File: src/rtl/spad_scan_fsm_if.sv
// rtl/spad_scan_fsm_if.sv - readout FIFO write port between the scan FSM and the FIFO
interface spad_scan_fsm_if #(
    parameter int DOUT_W = 16
);
    logic [DOUT_W-1:0] dout;
    logic              req_fifowr;
    logic              fifo_full;

    modport master (output dout, output req_fifowr, input fifo_full);
    modport slave  (input dout, input req_fifowr, output fifo_full);
endinterface

File: src/rtl/spad_scan_fsm.sv
// rtl/spad_scan_fsm.sv - SPAD frame sequencer: clear, laser-gated exposure, ROI scan into readout FIFO
module spad_scan_fsm #(
    parameter int ADDR_W        = 6,
    parameter int PIX_W         = 3,
    parameter int DIN_W         = 5,
    parameter int DOUT_W        = 16,
    parameter int WIN_W         = 8,
    parameter int CLR_CYCLES    = 4,
    parameter int SETTLE_CYCLES = 1,
    parameter int FCNT_W        = 16
) (
    input  logic                    clk,
    input  logic                    rst,
    input  logic                    en,
    input  logic                    pll_locked,
    input  logic                    spad_on_clk,
    input  logic [WIN_W-1:0]        window_cycles,
    input  logic [ADDR_W+PIX_W:0]   roi_first,
    input  logic [ADDR_W+PIX_W:0]   roi_last,
    input  logic                    skip_zero,
    input  logic                    single_shot,
    input  logic [DIN_W-1:0]        DIN,
    output logic                    PROBE_SEL,
    output logic [ADDR_W-1:0]       ADDR,
    output logic [PIX_W-1:0]        PIX_SEL,
    output logic                    MEM_CLEAR,
    output logic                    READ_EN,
    output logic                    SPAD_ON_CLK_EN,
    output logic                    busy,
    output logic                    frame_done,
    output logic                    lock_lost,
    output logic [FCNT_W-1:0]       frame_cnt,
    spad_scan_fsm_if.master         fifo
);
    localparam int IW = 1 + ADDR_W + PIX_W;
    localparam int CW = $clog2(CLR_CYCLES + 1);
    localparam int SW = $clog2(SETTLE_CYCLES + 1);

    if (DOUT_W < IW + DIN_W) begin : g_width_check
        $error("spad_scan_fsm: DOUT_W too small for {index, DIN}");
    end

    typedef enum logic [3:0] {
        S_IDLE, S_CLEAR, S_WAIT_EDGE, S_EXPOSE, S_READ,
        S_SETTLE, S_CAPTURE, S_STALL, S_DONE
    } state_t;

    state_t            state;
    logic [IW-1:0]     idx;
    logic [IW-1:0]     last_lat;
    logic [WIN_W-1:0]  win_lat;
    logic [WIN_W-1:0]  edge_cnt;
    logic [CW-1:0]     clr_cnt;
    logic [SW-1:0]     settle_cnt;
    logic              sync1, sync2, sync3;
    logic              spad_edge;
    // single-shot re-arm: set whenever en is seen low, consumed at frame start
    logic              armed;
    logic [DOUT_W-1:0] word;

    assign {PROBE_SEL, ADDR, PIX_SEL} = idx;
    assign spad_edge = sync2 & ~sync3;

    always_comb begin
        word = '0;
        word[DIN_W-1:0] = DIN;
        word[DOUT_W-1 -: IW] = idx;
    end

    always_ff @(posedge clk or negedge rst) begin
        if (!rst) begin
            state           <= S_IDLE;
            idx             <= '0;
            last_lat        <= '0;
            win_lat         <= '0;
            edge_cnt        <= '0;
            clr_cnt         <= '0;
            settle_cnt      <= '0;
            sync1           <= 1'b0;
            sync2           <= 1'b0;
            sync3           <= 1'b0;
            armed           <= 1'b1;
            MEM_CLEAR       <= 1'b0;
            READ_EN         <= 1'b0;
            SPAD_ON_CLK_EN  <= 1'b0;
            busy            <= 1'b0;
            frame_done      <= 1'b0;
            lock_lost       <= 1'b0;
            frame_cnt       <= '0;
            fifo.dout       <= '0;
            fifo.req_fifowr <= 1'b0;
        end else begin
            sync1           <= spad_on_clk;
            sync2           <= sync1;
            sync3           <= sync2;
            frame_done      <= 1'b0;
            lock_lost       <= 1'b0;
            READ_EN         <= 1'b0;
            fifo.req_fifowr <= 1'b0;
            if (!en) armed <= 1'b1;

            case (state)
                S_IDLE: begin
                    if (en && pll_locked && (!single_shot || armed)) begin
                        state     <= S_CLEAR;
                        MEM_CLEAR <= 1'b1;
                        clr_cnt   <= '0;
                        win_lat   <= (window_cycles == '0) ? WIN_W'(1) : window_cycles;
                        armed     <= 1'b0;
                        busy      <= 1'b1;
                    end
                end
                S_CLEAR: begin
                    clr_cnt <= clr_cnt + 1'b1;
                    if (clr_cnt == CW'(CLR_CYCLES - 1)) begin
                        MEM_CLEAR <= 1'b0;
                        state     <= S_WAIT_EDGE;
                    end
                end
                S_WAIT_EDGE, S_EXPOSE: begin
                    if (!pll_locked) begin
                        SPAD_ON_CLK_EN <= 1'b0;
                        lock_lost      <= 1'b1;
                        busy           <= 1'b0;
                        state          <= S_IDLE;
                    end else if (spad_edge) begin
                        if (state == S_WAIT_EDGE) begin
                            SPAD_ON_CLK_EN <= 1'b1;
                            edge_cnt       <= '0;
                            state          <= S_EXPOSE;
                        end else if (edge_cnt == win_lat - 1'b1) begin
                            SPAD_ON_CLK_EN <= 1'b0;
                            READ_EN        <= 1'b1;
                            state          <= S_READ;
                        end else begin
                            edge_cnt <= edge_cnt + 1'b1;
                        end
                    end
                end
                S_READ: begin
                    idx        <= roi_first;
                    last_lat   <= (roi_last < roi_first) ? roi_first : roi_last;
                    settle_cnt <= '0;
                    state      <= S_SETTLE;
                end
                S_SETTLE: begin
                    settle_cnt <= settle_cnt + 1'b1;
                    if (settle_cnt == SW'(SETTLE_CYCLES - 1)) state <= S_CAPTURE;
                end
                S_CAPTURE, S_STALL: begin
                    if (state == S_CAPTURE) fifo.dout <= word;
                    if (state == S_CAPTURE && skip_zero && DIN == '0) begin
                        fifo.dout <= fifo.dout;
                    end else if (fifo.fifo_full) begin
                        state <= S_STALL;
                    end else begin
                        fifo.req_fifowr <= 1'b1;
                    end
                    // advance once the word is written or suppressed
                    if ((state == S_CAPTURE && skip_zero && DIN == '0) || !fifo.fifo_full) begin
                        if (idx == last_lat) begin
                            state <= S_DONE;
                        end else begin
                            idx        <= idx + 1'b1;
                            settle_cnt <= '0;
                            state      <= S_SETTLE;
                        end
                    end
                end
                S_DONE: begin
                    frame_done <= 1'b1;
                    frame_cnt  <= frame_cnt + 1'b1;
                    if (!single_shot && en && pll_locked) begin
                        state     <= S_CLEAR;
                        MEM_CLEAR <= 1'b1;
                        clr_cnt   <= '0;
                        win_lat   <= (window_cycles == '0) ? WIN_W'(1) : window_cycles;
                        armed     <= 1'b0;
                    end else begin
                        busy  <= 1'b0;
                        state <= S_IDLE;
                    end
                end
                default: state <= S_IDLE;
            endcase
        end
    end
endmodule

File: src/flat_wrapper.sv
// flat-port wrapper written by rule: the top's interface ports become plain ports
module spad_scan_fsm_flat 
#(
    parameter int ADDR_W        = 6,
    parameter int PIX_W         = 3,
    parameter int DIN_W         = 5,
    parameter int DOUT_W        = 16,
    parameter int WIN_W         = 8,
    parameter int CLR_CYCLES    = 4,
    parameter int SETTLE_CYCLES = 1,
    parameter int FCNT_W        = 16
)
  (clk, rst, en, pll_locked, spad_on_clk, window_cycles, roi_first, roi_last, skip_zero, single_shot, DIN, PROBE_SEL, ADDR, PIX_SEL, MEM_CLEAR, READ_EN, SPAD_ON_CLK_EN, busy, frame_done, lock_lost, frame_cnt, fifo_dout, fifo_req_fifowr, fifo_fifo_full);
  spad_scan_fsm_if #(.DOUT_W(DOUT_W)) fifo_i ();
  input  logic clk;
  input  logic rst;
  input  logic en;
  input  logic pll_locked;
  input  logic spad_on_clk;
  input  logic [WIN_W-1:0] window_cycles;
  input  logic [ADDR_W+PIX_W:0] roi_first;
  input  logic [ADDR_W+PIX_W:0] roi_last;
  input  logic skip_zero;
  input  logic single_shot;
  input  logic [DIN_W-1:0] DIN;
  output logic PROBE_SEL;
  output logic [ADDR_W-1:0] ADDR;
  output logic [PIX_W-1:0] PIX_SEL;
  output logic MEM_CLEAR;
  output logic READ_EN;
  output logic SPAD_ON_CLK_EN;
  output logic busy;
  output logic frame_done;
  output logic lock_lost;
  output logic [FCNT_W-1:0] frame_cnt;
  output wire logic [$bits(fifo_i.dout)-1:0] fifo_dout;
  output wire logic [$bits(fifo_i.req_fifowr)-1:0] fifo_req_fifowr;
  input wire logic [$bits(fifo_i.fifo_full)-1:0] fifo_fifo_full;
  assign fifo_dout = fifo_i.dout;
  assign fifo_req_fifowr = fifo_i.req_fifowr;
  assign fifo_i.fifo_full = fifo_fifo_full;
  spad_scan_fsm #(.ADDR_W(ADDR_W), .PIX_W(PIX_W), .DIN_W(DIN_W), .DOUT_W(DOUT_W), .WIN_W(WIN_W), .CLR_CYCLES(CLR_CYCLES), .SETTLE_CYCLES(SETTLE_CYCLES), .FCNT_W(FCNT_W)) u_core (.clk(clk), .rst(rst), .en(en), .pll_locked(pll_locked), .spad_on_clk(spad_on_clk), .window_cycles(window_cycles), .roi_first(roi_first), .roi_last(roi_last), .skip_zero(skip_zero), .single_shot(single_shot), .DIN(DIN), .PROBE_SEL(PROBE_SEL), .ADDR(ADDR), .PIX_SEL(PIX_SEL), .MEM_CLEAR(MEM_CLEAR), .READ_EN(READ_EN), .SPAD_ON_CLK_EN(SPAD_ON_CLK_EN), .busy(busy), .frame_done(frame_done), .lock_lost(lock_lost), .frame_cnt(frame_cnt), .fifo(fifo_i));
endmodule
File: config.mk
export PLATFORM = sky130hd
export DESIGN_NAME = spad_scan_fsm_flat
export DESIGN_NICKNAME = d
export VERILOG_FILES = /design/src/rtl/spad_scan_fsm_if.sv /design/src/rtl/spad_scan_fsm.sv /design/src/flat_wrapper.sv
export SDC_FILE = /design/constraint.sdc
export NUM_CORES = 1
export LEC_CHECK = 0
export BUFFER_PORTS_ARGS = -buffer_cell sky130_fd_sc_hd__buf_2
export CORE_AREA = 2 2 101 103
export CTS_CLUSTER_DIAMETER = 150
export DETAILED_ROUTE_END_ITERATION = 8
export DIE_AREA = 0 0 103 105
export MAX_ROUTING_LAYER = met4
export PLACE_DENSITY = 0.72
export SETUP_SLACK_MARGIN = 0.1
export SKIP_LAST_GASP = 1
export SLEW_MARGIN = 20
export SYNTH_ARGS = -nofsm -noshare
export SYNTH_HDL_FRONTEND = slang
export SYNTH_SLANG_ARGS = --single-unit
export TNS_END_PERCENT = 20
File: constraint.sdc
create_clock -name clk -period 2.21 [get_ports clk]
set_input_delay 0.1105 -clock clk [delete_from_list [all_inputs] [get_ports clk]]
set_output_delay 0.1105 -clock clk [all_outputs]
set_load 0.005 [all_outputs]
==> reports/qor.csv <==
metric,value,unit
synth.lib_cells_used.distinct,68,
path_clk_slew,0.09,ns
hpwlAfterDp,8.55,mm
synth_top_family_by_area,compound AO/OA/AOI/OAI gates,
fp.dieArea,10800,um^2
synth-simple-area-share,0.175,
timing.critical_path.slowest_stage_cell,sky130_fd_sc_hd__or4_4,
post-route-min-period,2.29,ns
static-leakage-power,2.74,nW
vias_in_the_first_global_route,4032,
vdd_ir_drop_max,0.735,mV
synth_xor_xnor_area_share,0.0628,
synth-seq-area-share,0.441,
placement.cell_area,5590,um^2
last_weighted_congestion_value_of_the_routability_driven_placer,0.880,
final_max_slew_viol_count,0,
ys.flop_type,sky130_fd_sc_hd__dfrtp_1,
die_y,105,um
synth-edff-count,0,
setup.worst_path.end_class,flip-flop,
setup-violations-final,11,
dp.cells,726,
worst_path_largest_cell_delay,0.51,ns
floorplan.die.width,103,um
cts.path.max_buffers,2,
route.detailed.wl_per_inst,15.5,um
htreeDepth,3,
synth_top_cells_by_area,"sky130_fd_sc_hd__dfrtp_1, sky130_fd_sc_hd__mux2_2, sky130_fd_sc_hd__xnor2_1",
worst_hold_path_type,in -> reg,
cellPowerDensity,1090,nW/um^2
tritoncts,yes,
routed_wirelength,11.7,mm
area_delta_synth_final,22.5,%
finish.instance_area,5980,um^2
grt_setup_unrepaired,yes,
via_count,4252,
sequence_of_cells_on_the_critical_path,or3_4 -> or4_4 -> a211oi_4 -> and2_4 -> nand3_2 -> a311o_1,
crit_arrival,2.52,ns
cts_root_buffer,sky130_fd_sc_hd__clkbuf_8,
finalHoldViolCount,0,
worst_slew_margin_rel,0.538,
synthAdderAreaFrac,0.0405,
cell_depth_of_the_worst_setup_path,6,
synth_area,4880,um^2
failed_checks,setup timing,
r2r_cells,6,
cts_made_buffers,9,
drc_errors,0,
fin_skew,0.0121,ns
synth_area_leader_cell,sky130_fd_sc_hd__dfrtp_1,
hold_path_depth,3,
initial_standard_cell_utilization_of_the_core,0.506,
worst_pin_slew,0.690,ns
drive_gt1_frac,0.285,
syn_area_per_cell,9.70,um^2
design.portCount,90,
yosys.area.top_type_share,0.436,
postSynthRegisterBits,86,
final_cell_count_no_fill,757,
synth_compound_area_frac,0.177,
detail-route-antenna-nets,0,
worstPathBufferInverterCount,0,
clk_latency,0.35,ns
detailedRoute.firstIterationViolations,220,
global_routing_usage_summed_across_all_routing_layers,0.225,
critPathMaxFanout,6,
cts.sinks,86,
timing.critical_path.required,2.44,ns
initial_antenna_violation_count,0,
synth.yosys.warnings,0,
synth-async-reset-ratio,1.00,
postSynthNetCount,559,
antenna-diode-count,0,
status,"complete, but fails checks",
buffers_on_ports,88,
grt_start_max_net_pins,53,
post_synth_inst_count,503,
std_cell_rows,36,
worst_case_setup_margin_in_the_final_layout,-0.0848,ns
drt_pre_antenna_iters,4,
worstSetupPathType,reg -> reg,
grt-ovfl-total,0,
core_area,9640,um^2
largest_delay_share_family_worst_path,simple AND/OR/NAND/NOR gates,
synth.mux.area_fraction,0.0572,
period_utilization_post_route,1.04,
post_drt_via_cell_ratio,5.62,
grt_pass1_wl,19.2,mm
num-nets-final,675,
drv.max_cap_violation_count,0,
fmaxAchievable,0.436,GHz
startpoint_type,flip-flop,
==> tightest hold or removal path, stage by stage <==
cell and delay (ns):
sky130_fd_sc_hd__buf_2 0.08, sky130_fd_sc_hd__nand3_1 0.06, sky130_fd_sc_hd__o21ai_0 0.07
==> final cells by class <==
class | instances | area (um^2)
Clock buffer | 11 | 141
Fill cell | 814 | 3660
Tap cell | 133 | 166
Multi-Input combinational cell | 369 | 2540
Timing Repair Buffer | 130 | 803
Clock inverter | 5 | 82.6
Sequential cell | 86 | 2150
Inverter | 23 | 86.3
==> cell families (layout without fill, tap and decap cells) <==
family,Yosys count,in the layout
and+or+nand+nor,167,168
xor gates and xnor gates,35,35
adders and majority gates,16,16
AOI/OAI and AO/OA,124,124
buffers and inverters,49,169
muxes,25,25
other,1,1
DFF,86,86
==> flip-flops by register name, indices dropped and copies added, names as in the netlist, 3 cells and up <==
register	cells
u_core.idx	10
u_core.last_lat	10
u_core.win_lat	8
u_core.edge_cnt	8
u_core.clr_cnt	3
u_core.fifo.dout	15
u_core.frame_cnt	16
u_core.state	4
==> synthesized netlist by cell type, drive strengths merged, types with 2 or more instances <==
master / instances
inv: 23
a21oi: 25
xor2: 10
a2bb2oi: 2
o2111ai: 10
a211oi: 4
nand3: 22
a21o: 3
o22ai: 2
a31o: 2
and2: 2
mux2i: 2
a31oi: 4
ha: 15
nand4: 8
o211ai: 16
a22o: 5
nand2: 57
a22oi: 2
and3: 7
clkbuf: 21
buf: 5
dfrtp: 85
o41ai: 2
xnor2: 25
nand2b: 9
o21ai: 27
mux2: 23
nor4: 3
a21boi: 2
or4: 3
nor3: 14
o21a: 3
and4: 2
nor2b: 3
a2111oi: 2
o31ai: 4
and2b: 2
or3: 4
nor2: 20
or2: 6
==> routing by layer <==
layer / vias to the layer above / global-route usage / share of wire
met5: - / - / 0
met4: 0 / 0.0479 / 0.010
met3: 9 / 0.0408 / 0.054
met2: 143 / 0.345 / 0.48
met1: 2046 / 0.311 / 0.46
li1: 2054 / - / -
==> timing repair <==
action | CTS | global route
gates cloned | 0 | 1
setup buffers | 0 | 1
hold buffers | 13 | 0
endpoints found under the hold margin | 62 | 0
setup endpoints to repair | 26 | 23
pin swaps | 0 | 4
gates resized for setup | 1 | 3
==> final timing paths <==
kind / startpoint / end / slack, ns
max: u_core.win_lat[1] / u_core.SPAD_ON_CLK_EN / -0.08
min: DIN[1] / u_core.fifo.dout[1] / 0.02
max reg2reg: u_core.win_lat[1] / u_core.SPAD_ON_CLK_EN / -0.08
min reg2reg: u_core.sync1 / u_core.sync2 / 0.36
max in group asynchronous: rst / u_core.last_lat[4] / 1.24
min in group asynchronous: rst / u_core.win_lat[7] / 0.34
==> report_power, final <==
group,internal (mW),leakage (nW),total [mW],switching (mW)
combinational,1.32,1.57,2.83,1.51
sequential,2.02,1.05,2.44,0.415
clock,0.670,0.113,1.22,0.554
total,4.01,2.74,6.49,2.48
==> through the flow <==
stage,total power [mW],setup TNS (ns),util,setup slack [ns],hold WS [ns]
floorplan,4.24,-0.104,-,-0.0465,-0.185
global placement,5.11,-0.0512,0.579,-0.0266,0.183
detailed placement,5.21,-0.139,0.579,-0.0595,0.188
CTS,6.47,-0.228,0.616,-0.0597,0.0000998
global route,6.98,-1.58,0.620,-0.177,0.00631
finish,6.49,-0.418,0.620,-0.0848,0.0151
==> placed cells by master, fill, tap and decap left out, drive strengths merged, types with 14 or more instances in the layout <==
master  instances
buf           117
dfrtp          85
nand2          57
o21ai          27
xnor2          25
a21oi          25
inv            23
mux2           23
nand3          22
nor2           20
o211ai         16
ha             15
nor3           14
No activity file was read; power rests on OpenSTA's default activity.
